$ cat config.mk
export PLATFORM = sky130hd
export DESIGN_NAME = mem_access_unit
export DESIGN_NICKNAME = d
export VERILOG_FILES = /design/src/rtl/mem_access_unit.sv
export SDC_FILE = /design/constraint.sdc
export NUM_CORES = 1
export LEC_CHECK = 0
export ABC_AREA = 1
export CAP_MARGIN = 0
export CORE_UTILIZATION = 45
export CTS_CLUSTER_SIZE = 28
export DETAILED_ROUTE_END_ITERATION = 12
export HOLD_SLACK_MARGIN = 0.12
export PLACE_DENSITY_LB_ADDON = 0.1
export SLEW_MARGIN = 40
export SYNTH_ARGS = -nofsm -noshare
export SYNTH_HDL_FRONTEND = slang
export SYNTH_SLANG_ARGS = --single-unit
$ cat constraint.sdc
create_clock -name CLK -period 3.1 [get_ports CLK]
set_clock_uncertainty 0.1 [all_clocks]
set_input_delay 0.62 -clock CLK [delete_from_list [all_inputs] [get_ports CLK]]
set_output_delay 0.62 -clock CLK [all_outputs]
set_load 0.05 [all_outputs]
$ cat src/rtl/mem_access_unit.sv
// MEM-stage load/store unit driving a req/ack data memory with word-aligned addresses and byte enables.
// Aligns loads (including the LWL/LWR merge), builds store lanes (including SWL/SWR) and stalls while a request is outstanding.
module mem_access_unit #(
    parameter int ADDR_W     = 32,
    parameter bit BIG_ENDIAN = 1'b1,
    parameter int TIMEOUT    = 64,
    parameter int TO_W       = 7
) (
    input  logic              CLK,
    input  logic              RESET,
    input  logic              valid_IN,
    input  logic [5:0]        ALU_Control_IN,
    input  logic [ADDR_W-1:0] addr_IN,
    input  logic              MemRead_IN,
    input  logic              MemWrite_IN,
    input  logic [31:0]       store_data_IN,
    input  logic [31:0]       rt_old_IN,
    input  logic [4:0]        WriteRegister_IN,
    input  logic              RegWrite_IN,
    output logic              stall_OUT,
    output logic [4:0]        WriteRegister_OUT,
    output logic              RegWrite_OUT,
    output logic [31:0]       WriteData_OUT,
    output logic              fault_OUT,
    output logic              dm_req,
    output logic              dm_we,
    output logic [ADDR_W-1:0] dm_addr,
    output logic [3:0]        dm_be,
    output logic [31:0]       dm_wdata,
    input  logic [31:0]       dm_rdata,
    input  logic              dm_ack,
    output logic              dbg_state_OUT
);
    // Handshake: dm_req rises with dm_addr/dm_be/dm_we/dm_wdata and holds them stable until a cycle with dm_ack
    // high; that cycle completes the transfer and dm_req drops the next cycle. While stall_OUT is high the
    // pipeline must hold every *_IN input stable.
    localparam logic [5:0] OP_LB  = 6'b100001, OP_LBU = 6'b101010, OP_LH  = 6'b101011, OP_LHU = 6'b101100;
    localparam logic [5:0] OP_LWL = 6'b101101, OP_LWR = 6'b101110, OP_SB  = 6'b101111, OP_SH  = 6'b110000;
    localparam logic [5:0] OP_SWL = 6'b110010, OP_SWR = 6'b110011;

    typedef enum logic {S_IDLE = 1'b0, S_REQ = 1'b1} state_t;
    typedef enum logic [2:0] {F_BYTE, F_HALF, F_WORD, F_LEFT, F_RIGHT} fmt_t;

    state_t            r_state;
    logic              r_done;
    logic [TO_W-1:0]   r_cnt;
    logic [4:0]        r_wreg;
    logic              r_regwrite;
    logic [31:0]       r_wbdata;
    logic              r_fault;
    logic              r_req;
    logic              r_we;
    logic [ADDR_W-1:0] r_addr;
    logic [3:0]        r_be;
    logic [31:0]       r_wdata;

    fmt_t        w_fmt;
    logic        w_sext;
    logic [1:0]  w_off;
    logic [4:0]  w_sh_o;
    logic [4:0]  w_sh_n;
    logic [7:0]  w_byte;
    logic [15:0] w_half;
    logic [31:0] w_lmask;
    logic [31:0] w_rmask;
    logic [31:0] w_load;
    logic [3:0]  w_be;
    logic [31:0] w_st;
    logic        w_misaligned;
    logic        w_mem_op;
    logic [31:0] w_addr32;

    always_comb begin
        w_fmt  = F_WORD;
        w_sext = 1'b0;
        case (ALU_Control_IN)
            OP_LB:          begin w_fmt = F_BYTE; w_sext = 1'b1; end
            OP_LBU, OP_SB:  w_fmt = F_BYTE;
            OP_LH:          begin w_fmt = F_HALF; w_sext = 1'b1; end
            OP_LHU, OP_SH:  w_fmt = F_HALF;
            OP_LWL, OP_SWL: w_fmt = F_LEFT;
            OP_LWR, OP_SWR: w_fmt = F_RIGHT;
            default:        w_fmt = F_WORD;
        endcase
    end

    // w_off is the byte offset in big-endian numbering; little-endian mirrors it so one set of lane maps serves both.
    assign w_off    = BIG_ENDIAN ? addr_IN[1:0] : ~addr_IN[1:0];
    assign w_sh_o   = {w_off, 3'b000};
    assign w_sh_n   = {~w_off, 3'b000};
    assign w_byte   = 8'(dm_rdata >> w_sh_n);
    assign w_half   = w_off[1] ? dm_rdata[15:0] : dm_rdata[31:16];
    assign w_lmask  = (32'h1 << w_sh_o) - 32'h1;
    assign w_rmask  = 32'hFFFF_FFFF >> w_sh_n;
    assign w_addr32 = 32'(addr_IN);
    assign w_mem_op = valid_IN && (MemRead_IN || MemWrite_IN);
    assign w_misaligned = ((w_fmt == F_HALF) && addr_IN[0]) ||
                          ((w_fmt == F_WORD) && (addr_IN[1:0] != 2'b00));

    always_comb begin
        case (w_fmt)
            F_BYTE:  w_load = {{24{w_sext & w_byte[7]}}, w_byte};
            F_HALF:  w_load = {{16{w_sext & w_half[15]}}, w_half};
            F_LEFT:  w_load = (dm_rdata << w_sh_o) | (rt_old_IN & w_lmask);
            F_RIGHT: w_load = (dm_rdata >> w_sh_n) | (rt_old_IN & ~w_rmask);
            default: w_load = dm_rdata;
        endcase
    end

    always_comb begin
        w_be = 4'hF;
        w_st = store_data_IN;
        case (w_fmt)
            F_BYTE: begin
                w_be = 4'b0001 << ~w_off;
                w_st = {24'h0, store_data_IN[7:0]} << w_sh_n;
            end
            F_HALF: begin
                w_be = w_off[1] ? 4'b0011 : 4'b1100;
                w_st = w_off[1] ? {16'h0, store_data_IN[15:0]} : {store_data_IN[15:0], 16'h0};
            end
            F_LEFT: begin
                w_be = 4'hF >> w_off;
                w_st = store_data_IN >> w_sh_o;
            end
            F_RIGHT: begin
                w_be = 4'hF << ~w_off;
                w_st = store_data_IN << w_sh_n;
            end
            default: begin
                w_be = 4'hF;
                w_st = store_data_IN;
            end
        endcase
    end

    // r_done marks the cycle after completion, when the pipeline still presents the finished instruction.
    always_ff @(posedge CLK) begin
        if (!RESET) begin
            r_state <= S_IDLE; r_done <= 1'b0; r_cnt <= '0;
            r_wreg <= '0; r_regwrite <= 1'b0; r_wbdata <= '0; r_fault <= 1'b0;
            r_req <= 1'b0; r_we <= 1'b0; r_addr <= '0; r_be <= '0; r_wdata <= '0;
        end else begin
            r_fault <= 1'b0;
            r_wreg  <= WriteRegister_IN;
            case (r_state)
                S_IDLE: begin
                    r_done <= 1'b0;
                    if (r_done) begin
                        r_regwrite <= 1'b0;
                    end else if (!w_mem_op) begin
                        r_wbdata   <= w_addr32;
                        r_regwrite <= RegWrite_IN && valid_IN;
                    end else if (w_misaligned) begin
                        r_fault    <= 1'b1;
                        r_regwrite <= 1'b0;
                    end else begin
                        r_state    <= S_REQ;
                        r_cnt      <= '0;
                        r_regwrite <= 1'b0;
                        r_req      <= 1'b1;
                        r_we       <= MemWrite_IN;
                        r_addr     <= {addr_IN[ADDR_W-1:2], 2'b00};
                        r_be       <= w_be;
                        r_wdata    <= MemWrite_IN ? w_st : 32'h0;
                    end
                end
                S_REQ: begin
                    if (dm_ack || (r_cnt == TO_W'(TIMEOUT - 1))) begin
                        r_state <= S_IDLE; r_done <= 1'b1;
                        r_req <= 1'b0; r_we <= 1'b0; r_addr <= '0; r_be <= '0; r_wdata <= '0;
                        if (dm_ack) begin
                            r_regwrite <= RegWrite_IN && valid_IN;
                            r_wbdata   <= MemWrite_IN ? w_addr32 : w_load;
                        end else begin
                            r_regwrite <= 1'b0;
                            r_fault    <= 1'b1;
                        end
                    end else begin
                        r_cnt <= r_cnt + TO_W'(1);
                    end
                end
                default: r_state <= S_IDLE;
            endcase
        end
    end

    assign stall_OUT = RESET && ((r_state == S_REQ) ||
                                 ((r_state == S_IDLE) && !r_done && w_mem_op && !w_misaligned));
    assign WriteRegister_OUT = r_wreg;
    assign RegWrite_OUT      = r_regwrite;
    assign WriteData_OUT     = r_wbdata;
    assign fault_OUT         = r_fault;
    assign dm_req            = r_req;
    assign dm_we             = r_we;
    assign dm_addr           = r_addr;
    assign dm_be             = r_be;
    assign dm_wdata          = r_wdata;
    assign dbg_state_OUT     = (r_state == S_REQ);
endmodule

-- Word-level counts from Yosys, hierarchy flattened
Index checks and enable logic that the tools add are counted.
- register bits: 118
- bits of input ports: 146
- output and inout port bits: 111
- word-level logic and storage cells: 140
- add/sub/neg operators: 2
- eq/ne operators: 22
- shifts and indexed selects: 10
- mux-type cells: 61
- bitwise logic cells: 9
- reduce and logical (&&, ||, !) cells: 24
- operator list (cell ; number):
    32-bit two-way mux ; 14
    32-bit case mux with 4 select lines ; 2
    32-bit case mux with 2 select lines ; 3
    32-bit AND ; 2
    32-bit OR ; 2
    32-bit by 5-bit << shifter with 32-bit output ; 2
    32-bit by 5-bit >> shifter with 32-bit output ; 2
    6-bit equality test, second input constant ; 10
    32-bit NOT ; 1
    1-bit by 5-bit << shifter with 32-bit output, first input constant ; 1
    8-bit by 5-bit << shifter with 32-bit output ; 1
    32-bit by 5-bit >> shifter with 32-bit output, first input constant ; 1
    32-bit by 1-bit subtractor with 32-bit output, second input constant ; 1
    7-bit two-way mux ; 4
    1-bit two-way mux ; 22
    4-bit two-way mux ; 5
    16-bit two-way mux ; 1
    4-bit case mux with 4 select lines ; 1
    7-bit case mux with 2 select lines ; 1
    2-bit inequality test, second input constant ; 6
    1-bit case mux with 2 select lines ; 6
    3-bit case mux with 4 select lines ; 1
    4-bit AND reduction ; 3
    1-bit logical AND ; 8
    other kinds (19) ; 28

-- Depth between registers and ports, before layout
- depth in word-level cells: 10
- depth in mapped cells: 16
- depth with buffers taken out: 15

-- Worst setup path after synthesis
OpenSTA, ideal clock, no wires.
- kind: input to output
- from: in ALU_Control_IN[2]
- to: out stall_OUT
- arrival: 2.283 ns
- data required time: 2.380 ns
- path slack: 0.097 ns
- cell stages on the path: 7
- path buffers: 0
- cells stage by stage: nor2_1 -> nand3_1 -> nand2_2 -> nor2_1 -> nand3_2 -> nand3_1 -> a21oi_1
- longest elaborated chain between the ends: 10
- elaborated cells on any way between the ends: 24
- those cells by class: eq/ne (12); mux (1); reduce/logical (11)
- ends and longest elaborated chain (what ; RTL line ; source):
    start, declared ; 12 ; input logic [5:0] ALU_Control_IN,
    6-bit equality test ; 76 ; case (ALU_Control_IN)
    3-bit OR reduction (no line) / 2-bit OR reduction (equally long branches) ; -- ;
    3-bit case mux with 4 select lines (*) ; 76 ;
    3-bit by 1-bit equality test with 1-bit output / 3-bit by 2-bit equality test with 1-bit output (equally long branches) ; 97, 98 ;
    1-bit logical AND (on tied branches) ; 97, 98 ;
    1-bit logical OR (*) ; 97 ; assign w_misaligned = ((w_fmt == F_HALF) && addr_IN[0]) ||
    1-bit zero test (*) ; 189 ; ((r_state == S_IDLE) && !r_done && w_mem_op && !w_misaligned));
    1-bit logical AND (*) ; 189 ;
    1-bit logical OR (*) ; 188 ; assign stall_OUT = RESET && ((r_state == S_REQ) ||
    1-bit logical AND (*) ; 188 ;
    end, declared ; 20 ; output logic stall_OUT,
Every way passes the cells marked *; elsewhere a longest branch is shown, timed or not.

-- Worst setup path after layout
- from: in ALU_Control_IN[0]
- to: out stall_OUT
The elaborated chain is that of the path after synthesis.

==> impl_metrics.toml <==
[critical_path]
criticalPathCategory = "in -> out"
reg2reg_from = "r_cnt[0]"
start_kind = "input pin"
rrSetupSlack_ns = 0.65
crit_path_start = "ALU_Control_IN[0]"
worst_setup_path_end_kind = "output pin"
required_ns = 2.38
crit_arrival_ns = 2.28
regToRegEndpoint = "WriteData_OUT[10]"
cp_max_fo = 4
reg2reg_depth = 12

[timing]
slew_viol_final = 0
worst_pin_slew_ns = 0.723
max_slew_margin_pct = 51.8
timing.fmax_ghz = 0.333
finalHoldViolCount = 0
min_period_over_period_pct = 96.9
fin_tns_setup_ns = 0
setup_viol = 0
rsz0062_at_grt = "no"
fin_ws_ns = 0.0971
layout_min_cycle_time_ns = 3.00

[cells_and_area]
final_area_mm2 = 0.0115
diodes = 0
num-nets-final = 1711
n_fill_cell = 1659
final_cells = 1801
syn_to_final_growth_pct = 43.9
drive_above_1_share_pct = 8.57
multiInputGateArea_mm2 = 0.00487
seq_area_mm2 = 0.00232

[min_path]
hp-start = "dm_addr[18]"
min_path_cells = 2
hold_class = "reg -> reg"
holdPathEnd = "dm_addr[18]"

[route]
drt_pass1_iterations = 5
drt-wirelength-per-cell_um = 19.2
vias = 10487
ant_nets = 0
avgViaCountPerCell = 5.82
drt_iter0_drc = 1011
drc_errors = 0
routed_wl_um = 34600

[die]
die_w_um = 135
fp.coreArea_mm2 = 0.0174
die_area_mm2 = 0.0183
start_util_pct = 46.1
io_pins = 257
rows = 48
die_h_um = 135

[place]
dp_cells = 1769
preCtsSetupSlack_ns = -0.0355
place.gp.congestion = 1.03
placedInstanceArea_mm2 = 0.0109
place.detailed.hpwl_um = 25400
port_buffers = 254

[yosys]
synth_cells = 1328
ys_ff_latch = 116
syn_area_per_cell_um2 = 6.03
yosysMostFrequentCell = "nand2_1"
yosysUniqueCellTypes = 38
yosys.area.top_type = "dfxtp_1"
netlist_area_mm2 = 0.00800
synthArstFlopShare_pct = 0
synthTopCellsByArea = "dfxtp_1 29%, nand2_1 15%, a21oi_1 8.8%, o21ai_0 8.3%, nor2_1 6.9%"
synth_seq_area_share_pct = 29.0
yosys_warnings = 0
netlist.area_leader.share_pct = 29.0
synthFlopType = "dfxtp_1"
synth_edf_count = 0
netlist_top_cells_count = "329 x nand2_1, 147 x nor2_1, 140 x a21oi_1"

[clocking]
cts_tree = "built"
hold_buffers = 0
clk_path_buf_depth = 2
cts_sinks = 116
numCtsBuffers = 17
worstSkewPairLatency_ns = 0.43
h-tree-depth = 4
clkTransAtPathRegs_ns = 0.06
cts_root_buffer = "clkbuf_16"

[global_route]
grt_use_total_pct = 38.1
grt_pass1_vias = 9875
antenna_found_initial = 0
grt_overflow = 0
grt_max_degree = 87
grt_pass1_wl_um = 53200

[power_and_ir_drop]
power.leakage_uw = 0.00464
pwr-share-comb_pct = 31.2
p_switching_uw = 1910
power_density_mw_per_mm2 = 452
clockPowerShare_pct = 37.2
p_sw_share_pct = 36.7
p_int_uw = 3300
vdd_drop_max_uv = 363
pwr-share-seq_pct = 31.6

[run_status]
status = "completed"

[run]
drv_cap = 0
==> worst max-delay path: stages <==
cell and delay, ns:
clkdlybuf4s50_1 0.54, inv_1 0.05, nor2_1 0.14, nand3_1 0.13, nand3_1 0.14, nor2_1 0.06
nand3_2 0.14, nand3_4 0.12, a21oi_4 0.19, buf_12 0.15
==> metrics by stage <==
| step | total power (uW) | hold WS, ns | utilization (%) |
|---|---|---|---|
| finish | 5210 | 0.362 | 66.3 |
| global placement | 3260 | 0.350 | 62.8 |
| detailed placement | 3270 | 0.355 | 62.8 |
| global route | 5410 | 0.379 | 66.3 |
| CTS | 5200 | 0.364 | 66.1 |
| floorplan | 2610 | 0.347 | - |
==> kinds of logic (layout without fill, tap and decap cells) <==
kind of cell    after synthesis  after routing  share of synthesized area (%)
simple gates                630            630                           32.8
fa+ha+maj                     2              2                          0.313
buf+inv                     197            444                           10.6
flops                       116            116                           29.0
xor+xnor                      2              2                          0.219
mux                           1              1                          0.125
compound gates              379            379                           26.8
other cells                   1              2                         0.0469
==> power by group through the flow <==
stage                     sequential, uW  combinational (uW)  clock [uW]
after floorplan                     2000                 611           0
after global placement              1670                1590           0
after detailed placement            1680                1590           0
after CTS                           1650                1600        1950
after global routing                1660                1730        2030
final                               1650                1630        1940
==> cell type report <==
cell class,count,area share (%)
Multi-Input combinational cell,1016,42.3
Timing Repair Buffer,311,26.8
Tap cell,225,2.44
Sequential cell,116,20.2
Inverter,101,3.29
Clock buffer,17,3.69
Clock inverter,15,1.26
==> metal layers <==
metal	part of all wire (%)	wire, um	track usage (%)
met1	39	13500	47.0
met2	45	15700	60.4
met3	9.5	3300	8.01
met4	6.0	2060	23.8
met5	0	0	0
==> registers in the layout (all words and copies together) (netlist names) <==
name,cells
WriteData_OUT,32
dm_wdata,32
dm_addr,30
r_cnt,7
WriteRegister_OUT,5
dm_be,4
RegWrite_OUT,1
dbg_state_OUT,1
dm_req,1
dm_we,1
fault_OUT,1
r_done,1
==> placed cells by master, fill, tap and decap left out, types with 17 or more instances in the layout <==
| master | synthesis | layout |
|---|---|---|
| a21oi_1 | 140 | 139 |
| buf_4 | 10 | 47 |
| o211ai_1 | 39 | 39 |
| o22ai_1 | 23 | 23 |
| dfxtp_1 | 116 | 116 |
| o21ai_0 | 133 | 133 |
| clkdlybuf4s50_1 | 0 | 251 |
| nand2_1 | 329 | 328 |
| nand3_1 | 106 | 104 |
| inv_1 | 89 | 89 |
| nor2_1 | 147 | 143 |
| clkbuf_16 | 0 | 17 |
==> timing repair <==
action	CTS	global route
setup buffers	0	0
endpoints found under the setup margin	1	1
gates resized for setup	1	8
pin swaps	0	1
==> worst max-delay path by stage <==
stage / end / cells after the start / slack [ns]
global placement: stall_OUT / 10 / 0.03
global route: stall_OUT / 10 / 0.02
CTS: stall_OUT / 10 / 0.02
finish: stall_OUT / 10 / 0.1
floorplan: stall_OUT / 7 / 0.1
detailed placement: stall_OUT / 10 / -0.04
(Power assumes the default switching activity.)
